### config.mk
export PLATFORM = sky130hd
export DESIGN_NAME = signal_channel_dds
export DESIGN_NICKNAME = d
export VERILOG_FILES = /design/src/rtl/signal_channel_dds_pkg.sv /design/src/rtl/signal_channel_dds_sine_quarter_lut.sv /design/src/rtl/signal_channel_dds.sv
export SDC_FILE = /design/constraint.sdc
export NUM_CORES = 1
export LEC_CHECK = 0
export BUFFER_PORTS_ARGS = -buffer_cell sky130_fd_sc_hd__buf_2
export CAP_MARGIN = 20
export CORE_ASPECT_RATIO = 0.75
export CORE_MARGIN = 2
export CORE_UTILIZATION = 59
export DETAILED_ROUTE_END_ITERATION = 7
export PLACE_DENSITY = 0.82
export SYNTH_ARGS = -nofsm -noshare
export SYNTH_HDL_FRONTEND = slang
export SYNTH_SLANG_ARGS = --single-unit
export TNS_END_PERCENT = 50
### constraint.sdc
create_clock -name i_main_clk -period 6.1 [get_ports i_main_clk]
set_clock_uncertainty 0.05 [all_clocks]
set_input_delay 1.525 -clock i_main_clk [delete_from_list [all_inputs] [get_ports i_main_clk]]
set_output_delay 1.525 -clock i_main_clk [all_outputs]
set_load 0.005 [all_outputs]
### src/rtl/signal_channel_dds_pkg.sv
`default_nettype none
// ============================================================================
// Module      : signal_channel_dds_pkg
// Description : Waveform codes and control-word field positions shared by the
//               DDS channels and the MCU register block that feeds them.
// Revision    : 1.0 - initial release
// ============================================================================
package signal_channel_dds_pkg;

  typedef enum logic [2:0] {
    WAVE_SINE     = 3'd0,
    WAVE_SQUARE   = 3'd1,
    WAVE_TRIANGLE = 3'd2,
    WAVE_SAWTOOTH = 3'd3,
    WAVE_DC       = 3'd4
  } wave_e;

  localparam int CTRL_WAVE_LSB   = 0;
  localparam int CTRL_WAVE_WIDTH = 3;
  localparam int CTRL_INVERT_BIT = 3;
  localparam int CTRL_DC_LSB     = 8;

endpackage : signal_channel_dds_pkg
`default_nettype wire

### src/rtl/signal_channel_dds_sine_quarter_lut.sv
`default_nettype none
// ============================================================================
// Module      : signal_channel_dds_sine_quarter_lut
// Description : Registered quarter-wave sine ROM, one cycle read latency.
//               Entry i holds round((2^DATA_WIDTH-1) * sin(pi/2 * i/(DEPTH-1))).
// Revision    : 1.0 - initial release
// ============================================================================
module signal_channel_dds_sine_quarter_lut #(
  parameter int ADDR_WIDTH = 8,
  parameter int DATA_WIDTH = 7
) (
  input  logic                  i_main_clk,
  input  logic [ADDR_WIDTH-1:0] i_addr,
  output logic [DATA_WIDTH-1:0] o_data
);

  localparam int c_depth = 1 << ADDR_WIDTH;

  // Table contents are computed at elaboration in Q24 fixed point
  // (Taylor series to x^9, error far below one LSB), so no data file is needed.
  function automatic logic [c_depth*DATA_WIDTH-1:0] build_table();
    logic [c_depth*DATA_WIDTH-1:0] tbl;
    longint one;
    longint half_pi;
    longint amp;
    longint x;
    longint x2;
    longint t;
    longint s;
    longint v;
    tbl     = '0;
    one     = 64'sd16777216;
    half_pi = 64'sd26353589;
    amp     = (64'sd1 <<< DATA_WIDTH) - 64'sd1;
    for (int i = 0; i < c_depth; i++) begin
      x  = (longint'(i) * half_pi) / longint'(c_depth - 1);
      x2 = (x * x) >>> 24;
      t  = one - x2 / 72;
      t  = one - ((x2 * t) >>> 24) / 42;
      t  = one - ((x2 * t) >>> 24) / 20;
      t  = one - ((x2 * t) >>> 24) / 6;
      s  = (x * t) >>> 24;
      v  = (s * amp + (one >>> 1)) >>> 24;
      if (v > amp) v = amp;
      if (v < 0)   v = 0;
      tbl[i*DATA_WIDTH +: DATA_WIDTH] = v[DATA_WIDTH-1:0];
    end
    return tbl;
  endfunction

  localparam logic [c_depth*DATA_WIDTH-1:0] c_table = build_table();

  logic [DATA_WIDTH-1:0] r_data;

  always_ff @(posedge i_main_clk) begin
    r_data <= c_table[int'(i_addr)*DATA_WIDTH +: DATA_WIDTH];
  end

  assign o_data = r_data;

endmodule : signal_channel_dds_sine_quarter_lut
`default_nettype wire

### src/rtl/signal_channel_dds.sv
`default_nettype none
// ============================================================================
// Module      : signal_channel_dds
// Description : One DDS channel: 48-bit phase accumulator with separate steps
//               per half-period, two-stage waveform pipeline, registered sample.
// Revision    : 1.0 - initial release
// ============================================================================
module signal_channel_dds
  import signal_channel_dds_pkg::*;
#(
  parameter int PHASE_WIDTH    = 48,
  parameter int SAMPLE_WIDTH   = 8,
  parameter int LUT_ADDR_WIDTH = 8
) (
  input  logic                    i_main_clk,
  input  logic                    i_reset,
  input  logic [PHASE_WIDTH-1:0]  i_negative_step,
  input  logic [PHASE_WIDTH-1:0]  i_positive_step,
  input  logic [PHASE_WIDTH-1:0]  i_phase_add,
  input  logic [PHASE_WIDTH-1:0]  i_signal_control,
  input  logic                    i_load_step_registers,
  input  logic                    i_add_signal_phase,
  input  logic                    i_reset_signal_phase,
  output logic [SAMPLE_WIDTH-1:0] o_sample,
  output logic                    o_phase_msb
);

  localparam int                      c_msb      = PHASE_WIDTH - 1;
  localparam logic [SAMPLE_WIDTH-1:0] c_midscale = {1'b1, {(SAMPLE_WIDTH-1){1'b0}}};

  logic [PHASE_WIDTH-1:0] r_acc;
  logic [PHASE_WIDTH-1:0] r_pos_step;
  logic [PHASE_WIDTH-1:0] r_neg_step;
  logic [PHASE_WIDTH-1:0] w_step_sel;

  always_ff @(posedge i_main_clk) begin
    if (i_reset) begin
      r_pos_step <= '0;
      r_neg_step <= '0;
    end else if (i_load_step_registers) begin
      r_pos_step <= i_positive_step;
      r_neg_step <= i_negative_step;
    end
  end

  assign w_step_sel = r_acc[c_msb] ? r_neg_step : r_pos_step;

  // Half-boundary overshoot is deliberately carried, not clipped.
  always_ff @(posedge i_main_clk) begin
    if (i_reset || i_reset_signal_phase) begin
      r_acc <= '0;
    end else if (i_add_signal_phase) begin
      r_acc <= r_acc + w_step_sel + i_phase_add;
    end else begin
      r_acc <= r_acc + w_step_sel;
    end
  end

  // Stage 1: quadrant fold into the ROM, and direct waveform selection.
  logic [1:0]                w_quadrant;
  logic [LUT_ADDR_WIDTH-1:0] w_lut_index;
  logic [LUT_ADDR_WIDTH-1:0] w_lut_addr;
  logic [SAMPLE_WIDTH-2:0]   w_lut_data;
  logic [2:0]                w_wave_code;
  logic [SAMPLE_WIDTH-1:0]   w_direct_value;
  logic                      w_unused_ctrl;

  assign w_quadrant    = r_acc[c_msb -: 2];
  assign w_lut_index   = r_acc[c_msb-2 -: LUT_ADDR_WIDTH];
  assign w_lut_addr    = w_quadrant[0] ? ~w_lut_index : w_lut_index;
  assign w_wave_code   = i_signal_control[CTRL_WAVE_LSB +: CTRL_WAVE_WIDTH];
  assign w_unused_ctrl = ^i_signal_control;

  signal_channel_dds_sine_quarter_lut #(
    .ADDR_WIDTH (LUT_ADDR_WIDTH),
    .DATA_WIDTH (SAMPLE_WIDTH - 1)
  ) u_sine_lut (
    .i_main_clk (i_main_clk),
    .i_addr     (w_lut_addr),
    .o_data     (w_lut_data)
  );

  always_comb begin
    w_direct_value = c_midscale;
    case (w_wave_code)
      WAVE_SQUARE:   w_direct_value = r_acc[c_msb] ? '0 : '1;
      WAVE_TRIANGLE: w_direct_value = r_acc[c_msb] ? ~r_acc[c_msb-1 -: SAMPLE_WIDTH]
                                                   :  r_acc[c_msb-1 -: SAMPLE_WIDTH];
      WAVE_SAWTOOTH: w_direct_value = r_acc[c_msb -: SAMPLE_WIDTH];
      WAVE_DC:       w_direct_value = i_signal_control[CTRL_DC_LSB +: SAMPLE_WIDTH];
      default:       w_direct_value = c_midscale;
    endcase
  end

  logic [SAMPLE_WIDTH-1:0] r_s1_value;
  logic                    r_s1_is_sine;
  logic                    r_s1_negate;
  logic                    r_s1_invert;
  logic                    r_s1_msb;

  always_ff @(posedge i_main_clk) begin
    if (i_reset) begin
      r_s1_value   <= c_midscale;
      r_s1_is_sine <= 1'b0;
      r_s1_negate  <= 1'b0;
      r_s1_invert  <= 1'b0;
      r_s1_msb     <= 1'b0;
    end else begin
      r_s1_value   <= w_direct_value;
      r_s1_is_sine <= (w_wave_code == WAVE_SINE);
      r_s1_negate  <= w_quadrant[1];
      r_s1_invert  <= i_signal_control[CTRL_INVERT_BIT];
      r_s1_msb     <= r_acc[c_msb];
    end
  end

  // Stage 2: the lower half is the bitwise mirror of midscale+lut.
  logic [SAMPLE_WIDTH-1:0] w_sine_value;
  logic [SAMPLE_WIDTH-1:0] w_pre_invert;
  logic [SAMPLE_WIDTH-1:0] r_sample;
  logic                    r_phase_msb;

  assign w_sine_value = r_s1_negate ? ~{1'b1, w_lut_data} : {1'b1, w_lut_data};
  assign w_pre_invert = r_s1_is_sine ? w_sine_value : r_s1_value;

  always_ff @(posedge i_main_clk) begin
    if (i_reset) begin
      r_sample    <= c_midscale;
      r_phase_msb <= 1'b0;
    end else begin
      r_sample    <= r_s1_invert ? ~w_pre_invert : w_pre_invert;
      r_phase_msb <= r_s1_msb;
    end
  end

  assign o_sample    = r_sample;
  assign o_phase_msb = r_phase_msb;

endmodule : signal_channel_dds
`default_nettype wire

Yosys cells after proc, flatten, opt, wreduce, memory -nomap -nowiden
Cells that the tools add are included.
- multiplexer cells: 9
- $lt $le $gt $ge: 0
- div/mod/pow operators: 0
- equality and inequality tests: 4
- reductions and logical operators: 2
- add/subtract/negate cells: 2
- bitwise operators: 4
- multipliers: 1
- shifts and indexed selects: 1
- operators by type and width (kind ; count):
    $shiftx 1792x32->7 const A ; 1
    $add 48x48->48 ; 2
    $mux 48 ; 2
    $mux 8 ; 6
    $not 8->8 ; 4
    $pmux 8 s4 ; 1
    $mul 8x3->11 const B ; 1
    $eq 3x2->1 const B ; 2
    $eq 3x1->1 const B ; 1
    $eq 3x3->1 const B ; 1
    $logic_not 3->1 ; 1
    $logic_or 1x1->1 ; 1
- memory bits (writable): 0
- logic and storage cells: 33
- register bits after elaboration: 171
- input bits: 197
- memories: 0
- bits in latches: 0
- memory bits (read-only): 0

Depth between registers and ports, before layout
Gate-level depths: netlist (run 1).
- depth in word-level cells: 5
- gate-level depth with buffers: 27
- mapped depth without buffers: 24

Modules after synthesis
Synthesis (run 1) repeated with hierarchy kept, for this count alone.
- cell total of the unflattened synthesis: 1743
- area total of the unflattened synthesis: 13977.2 µm²
- modules (own cells, without submodules) (module ; seq. area each (µm²) ; area each (µm²) ; cells each ; times used):
    signal_channel_dds ; 3283.1 ; 12391.9 ; 1524 ; 1
    signal_channel_dds_sine_quarter_lut ; 140.1 ; 1585.3 ; 219 ; 1

Least setup slack after synthesis (run 1)
OpenSTA, ideal clock, no wires.
- path type: flip-flop to flip-flop
- start: register r_acc[47]
- end: register r_acc[47]
- setup time: 0.132 ns
- required time: 5.918 ns
- cell stages (with the launch flop): 25
- setup slack: 0.493 ns
- arrival time: 5.425 ns
- cells stage by stage: dfxtp_1 clkbuf_1 buf_1 buf_1 mux2_2 ha_1 nand4_2 a211o_1 a31o_4 a31o_1 nand3_1 o2111ai_1 a32oi_1 xor2_1 ha_1 a21oi_1 o21bai_1 a21o_1 a21oi_1 o21ai_0 or4b_1 o221ai_1 mux2i_1 nand2_1 nor3b_2
- word-level cells in the longest chain between the ends: 4
- ends and longest elaborated chain (item ; line ; source):
    from (decl) ; signal_channel_dds.sv:31 ; logic [PHASE_WIDTH-1:0] r_acc;
    from (signal assigned) ; signal_channel_dds.sv:53 ; r_acc <= r_acc + w_step_sel + i_phase_add;
    from (signal assigned) ; signal_channel_dds.sv:55 ; r_acc <= r_acc + w_step_sel;
    $mux 48 ; signal_channel_dds.sv:46 ; assign w_step_sel = r_acc[c_msb] ? r_neg_step : r_pos_step;
    $add 48x48->48 (*) ; signal_channel_dds.sv:53, signal_channel_dds.sv:55 ;
    $add 48x48->48 ; signal_channel_dds.sv:53 ;
    $mux 48 (*) ; signal_channel_dds.sv:52 ; end else if (i_add_signal_phase) begin
Mark *: on every way between the ends. The rest lies on a longest branch, timed or not.
A chain may end at the register's enable or synchronous reset.

Final worst setup path (run 1)
Ends and elaborated chain as after synthesis.

==> results of run 1 <==
cell families after synthesis:
group / Yosys count
AND/OR/NAND/NOR: 513
AO/OA/AOI/OAI: 492
flip-flops: 171
multiplexers: 169
buffers and inverters: 149
XOR/XNOR: 122
adder cells (fa/ha/maj): 110
sequential cells by signal, summed over array words and instances (netlist names):
register,flops
r_s1_msb,1
r_pos_step,48
o_sample,8
r_s1_is_sine,1
o_phase_msb,1
r_s1_invert,1
r_s1_value,8
r_acc,48
u_sine_lut.o_data,7
r_neg_step,48
final cells by class:
| cell class | instances | area share (%) |
|---|---|---|
| Multi-Input combinational cell | 1406 | 63.0 |
| Sequential cell | 171 | 21.8 |
| Timing Repair Buffer | 217 | 7.92 |
| Clock buffer | 19 | 2.82 |
| Tap cell | 300 | 2.39 |
| Clock inverter | 13 | 1.16 |
| Inverter | 35 | 0.837 |
power groups by stage:
stage / sequential (W) / combinational [W] / clock (W)
2_1_floorplan: 0.00128 / 0.00154 / 0
3_3_place_gp: 0.00132 / 0.00203 / 0
3_5_place_dp: 0.00133 / 0.00207 / 0
4_1_cts: 0.00130 / 0.00208 / 0.00116
5_1_grt: 0.00132 / 0.00234 / 0.00120
6_report: 0.00131 / 0.00216 / 0.00115
worst min-delay path: stages (launching register included):
cell,delay [ns]
dfxtp_1,0.33
mux2i_1,0.06
nor2_1,0.07
metrics by stage:
stage	worst slack, ns	hold WS, ns	util, %	power (W)
floorplan	0.493	0.404	-	0.00282
global route	0.0365	0.471	68.1	0.00486
detailed placement	0.394	0.427	65.1	0.00339
CTS	0.341	0.447	67.8	0.00455
global placement	0.431	0.418	65.1	0.00335
finish	0.231	0.445	68.1	0.00462
layout by cell type, fill, tap and decap left out, types with 32 or more instances in the layout:
cell,instances
inv_1,33
mux2i_1,120
mux2_2,47
dfxtp_1,170
buf_2,167
o21ai_0,75
xnor2_1,73
xor2_1,45
a21oi_1,144
a21o_1,56
buf_4,48
nor2_1,212
ha_1,108
nor3_1,32
nand2_1,127
worst max-delay path by stage:
stage | startpoint | end | slack, ns | cells after the start
after floorplan | r_acc[47] | r_acc[47] | 0.49 | 24
after global placement | r_acc[47] | r_acc[47] | 0.43 | 24
after detailed placement | r_acc[47] | r_acc[47] | 0.39 | 23
after CTS | r_acc[47] | r_acc[47] | 0.34 | 23
after global routing | r_acc[47] | r_acc[44] | 0.04 | 25
final | r_acc[47] | r_acc[47] | 0.23 | 23
metal layers:
metal  vias to the layer above  share of wire (%)  GRT usage [%]  wire (um)
met5                         -                  0              0          0
met4                         0               0.64           4.65        267
met3                        23                 13           7.50       5420
met2                       803                 37           43.2      15500
met1                      6260                 49           53.2      20300
li1                       6500                  -              -          -
==> results.toml, run 1 <==
[yosys]
synth_area_leader_cell = "dfxtp_1"
syn_inst = 1726
avgSynthCellArea_um2 = 8.03
synth.most_common_cell = "nor2_1"
synthTopCellsByCount = "212 x nor2_1, 171 x dfxtp_1, 146 x a21oi_1"
seq_area_frac_synth_pct = 24.7
synth_xor_area_share_pct = 7.71
synth_edf_count = 0
synth_ff_type = "dfxtp_1"
postSynthNetCount = 2033
synthAdderAreaFrac_pct = 10.0
ys_types = 93
muxShareOfSynthArea_pct = 12.7
ys_seq_elements = 171
synth_top_family_by_area = "compound AO/OA/AOI/OAI gates"
async_flop_share_pct = 0
synth_compound_area_share_pct = 23.5
synth.top_cells.by_area = "dfxtp_1 25%, ha_1 9.8%, mux2i_1 8.7%, nor2_1 5.7%, a21oi_1 5.3%"
yosysWarnings = 0
yosys.area_share.simple_pct = 17.1
syn_area_um2 = 13900
synth.top_cell.area_share_pct = 24.7

[power]
peakVddDrop_mv = 0.175
pwr-share-seq_pct = 28.3
power.internal_w = 0.00276
pwr_density_cell_nw_per_um2 = 295
p_switching_w = 0.00187
leakagePower_nw = 7.30
switching_share_pct = 40.4
comb_power_share_pct = 46.8
p_clk_share_pct = 24.9

[routing]
drc = 0
via_per_inst = 6.29
drt_iter0_drc = 1912
antenna_left = 0
vias = 13600
drt-total-wl_um = 41500
dr.pass1.iters = 6
wl_per_cell_um = 19.2

[finish]
n_antenna_cell = 0
drive_above_1_share_pct = 18.0
design_area_um2 = 15700
multi_input_area_um2 = 9890
fin_cells = 2161
area_growth_pct = 13.3
regArea_um2 = 3420
nets = 2155
fillers = 1923

[die]
die_area_um2 = 24700
start_util_pct = 60.1
rows = 48
core_area_um2 = 23100
pin_count = 206
die_h_um = 137
dieWidth_um = 181

[clock_tree]
cts_tree = "done"
post_cts_resized = 0
clk_path_buf_depth = 2
htreeDepth = 4
numCtsBuffers = 17
clk_pin_slew_ns = 0.07
cts-root-buf = "clkbuf_16"
hold_buffers = 0
post_cts_buffers = 0
clk_latency_ns = 0.43
clock_sinks = 171

[placement]
placed_cell_area_um2 = 15000
gp_congestion = 0.953
place_inst = 2128
port_buffers = 169
hpwl_um = 31700

[critical_path]
critical_path_buf_inv_count = 3
end_kind = "flip-flop"
crit_path_start_kind = "flip-flop"
r2r-start = "r_acc[47]"
rr_endpoint = "r_acc[47]"
path_delay_family = "compound AO/OA/AOI/OAI gates"
reg2reg_slack_ns = 0.23
critPathSlowestCell = "or4b_1"
criticalPathCategory = "reg2reg"
worstPathArrival_ns = 6.10
crit_chain = "buf_12 > mux2_2 > ha_1 > nand4_2 > nor3_1 > a221o_1 > o21ai_1 > a211oi_1 > nor2b_1 > o21bai_1 > xor2_2 > ha_1 > inv_1 > o21bai_1 > a21o_1 > a21oi_1 > o21ai_0 > or4b_1 > o221ai_1 > mux2i_1 > buf_4 > nand2_1 > nor3b_2"
rr_worst_depth = 23
path_max_fanout = 43
cp.required_ns = 6.33
slowest_delay_ns = 0.48

[timing]
fmax_mhz = 170
setup_viol = 0
hold_viol_final = 0
period_share_pct = 96.2
final_max_slew_viol_count = 0
layout_min_cycle_time_ns = 5.87
tightest_slew_ns = 1.15
slew-limit-headroom_pct = 23.0
rsz0062_at_grt = "no"
tns_ns = 0

[flow_run]
drv_cap = 0

[global_routing]
grt_pass1_vias = 11900
antenna_found_initial = 0
grt_util_all_layers_pct = 32.7
grt_pass1_wl_um = 64500
grt_max_degree = 103
globalRouteOverflowTotal = 0

[hold_path]
hold_path.startpoint = "r_neg_step[37]"
hold_depth = 2
holdCritPathClass = "reg2reg"
worstHoldEndpoint = "r_neg_step[37]"

[outcome]
status = "complete, no violations"
Power figures use the tool's default switching activity.
==> inputs of run 2 (changes only) <==
BUFFER_PORTS_ARGS = -buffer_cell sky130_fd_sc_hd__buf_4   (was -buffer_cell sky130_fd_sc_hd__buf_2)
==> results.toml, run 2 (synthesis gave the netlist of run 1 again) <==
[power]
pwr-share-seq_pct = 28.2
peakVddDrop_mv = 0.187
power.internal_w = 0.00271
switching_share_pct = 41.6
comb_power_share_pct = 47.3
leakagePower_nw = 7.44
p_clk_share_pct = 24.5
p_switching_w = 0.00193
pwr_density_cell_nw_per_um2 = 288

[timing]
final_max_slew_viol_count = 0
setup_viol = 0
slew-limit-headroom_pct = 28.2
rsz0062_at_grt = "yes"
tightest_slew_ns = 1.07
fmax_mhz = 171
tns_ns = 0
period_share_pct = 96.1
hold_viol_final = 0
layout_min_cycle_time_ns = 5.86

[global_routing]
globalRouteOverflowTotal = 0
grt_pass1_wl_um = 64700
grt_max_degree = 112
antenna_found_initial = 0
grt_pass1_vias = 11900
grt_util_all_layers_pct = 33.1

[finish]
n_antenna_cell = 0
final_common_cell = "buf_4"
top_regs = "r_acc: 48 flops, r_neg_step: 48 flops, r_pos_step: 48 flops"
nets = 2157
drive_above_1_share_pct = 18.0
area_growth_pct = 16.3
layout_common_cells = "217 x buf_4, 212 x nor2_1, 170 x dfxtp_1"
post-route-util_pct = 69.9

[clock_tree]
post_cts_resized = 0
cts-root-buf = "clkbuf_16"
clk_pin_slew_ns = 0.07
post_cts_buffers = 0
cts_tree = "done"
clock_sinks = 171
hold_buffers = 0
htreeDepth = 4
numCtsBuffers = 17
clk_latency_ns = 0.44
clk_path_buf_depth = 2

[critical_path]
path_max_fanout = 39
worstPathArrival_ns = 6.11
cp.required_ns = 6.34
end_kind = "flip-flop"
criticalPathCategory = "reg2reg"
crit_path_start_kind = "flip-flop"

[flow_run]
drv_cap = 0

[placement]
hpwl_um = 32100
port_buffers = 169
gp_congestion = 0.961

[routing]
dr.pass1.iters = 7
via_per_inst = 6.27
antenna_left = 0
drt_iter0_drc = 1694
drc = 0
vias = 13600
wl_per_cell_um = 19.3
drt-total-wl_um = 41800

[die]
pin_count = 206
core_area_um2 = 23100
rows = 48
start_util_pct = 60.1
dieWidth_um = 181
die_area_um2 = 24700
die_h_um = 137

[hold_path]
holdCritPathClass = "reg2reg"

[outcome]
status = "complete, no violations"
==> run 2: critical path: stages, from the launching register on <==
cell,delay [ns]
dfxtp_2,0.34
buf_12,0.23
mux2_2,0.42
ha_1,0.43
a21oi_2,0.11
o211ai_2,0.18
o2111ai_1,0.21
a211oi_2,0.33
a31oi_1,0.12
o31ai_4,0.43
a31oi_1,0.19
xnor2_1,0.46
ha_1,0.42
a21o_1,0.20
a21oi_1,0.13
o21ai_0,0.13
or4b_1,0.50
o221ai_1,0.19
mux2i_1,0.26
buf_4,0.17
nand2_1,0.04
nor3b_2,0.14
==> run 2: power by group through the flow <==
stage | registers (W) | logic, W | clock network (W)
final | 0.00131 | 0.00220 | 0.00114
after global routing | 0.00131 | 0.00238 | 0.00119
after CTS | 0.00130 | 0.00212 | 0.00114
after detailed placement | 0.00133 | 0.00210 | 0
after global placement | 0.00132 | 0.00206 | 0
after floorplan | 0.00128 | 0.00154 | 0
==> run 2: metal layers <==
metal / share of wire [%] / global-route usage (%) / up-vias / routed length [um]
met5: 0 / 0 / - / 0
met2: 37 / 42.5 / 734 / 15500
met4: 0.64 / 4.52 / 0 / 269
met3: 12 / 7.21 / 33 / 4890
li1: - / - / 6518 / -
met1: 51 / 54.9 / 6273 / 21200
==> run 2: area by class of cell <==
| class | instances | area (um2) |
|---|---|---|
| Sequential cell | 171 | 3420 |
| Inverter | 35 | 131 |
| Multi-Input combinational cell | 1406 | 9880 |
| Clock buffer | 17 | 425 |
| Tap cell | 300 | 375 |
| Fill cell | 1849 | 6950 |
| Timing Repair Buffer | 219 | 1680 |
| Clock inverter | 15 | 196 |
==> run 2: final timing paths <==
check                 startpoint              to  slack (ns)  cells past startpoint
setup / recovery       r_acc[47]       r_acc[47]        0.24                     21
setup reg to reg       r_acc[47]       r_acc[47]        0.24                     21
hold / removal    r_neg_step[31]  r_neg_step[31]        0.44                      2
hold reg to reg   r_neg_step[31]  r_neg_step[31]        0.44                      2
==> run 2: through the flow <==
| step | hold slack [ns] | cells | area (um2) | worst slack [ns] | power [W] |
|---|---|---|---|---|---|
| after floorplan | 0.404 | 1726 | 13900 | 0.493 | 0.00282 |
| after global placement | 0.418 | 2128 | 15400 | 0.383 | 0.00339 |
| after detailed placement | 0.426 | 2129 | 15400 | 0.317 | 0.00343 |
| after CTS | 0.444 | 2161 | 16100 | 0.264 | 0.00456 |
| after global routing | 0.458 | 2163 | 16100 | -0.0691 | 0.00488 |
| final | 0.442 | 2163 | 16100 | 0.236 | 0.00464 |
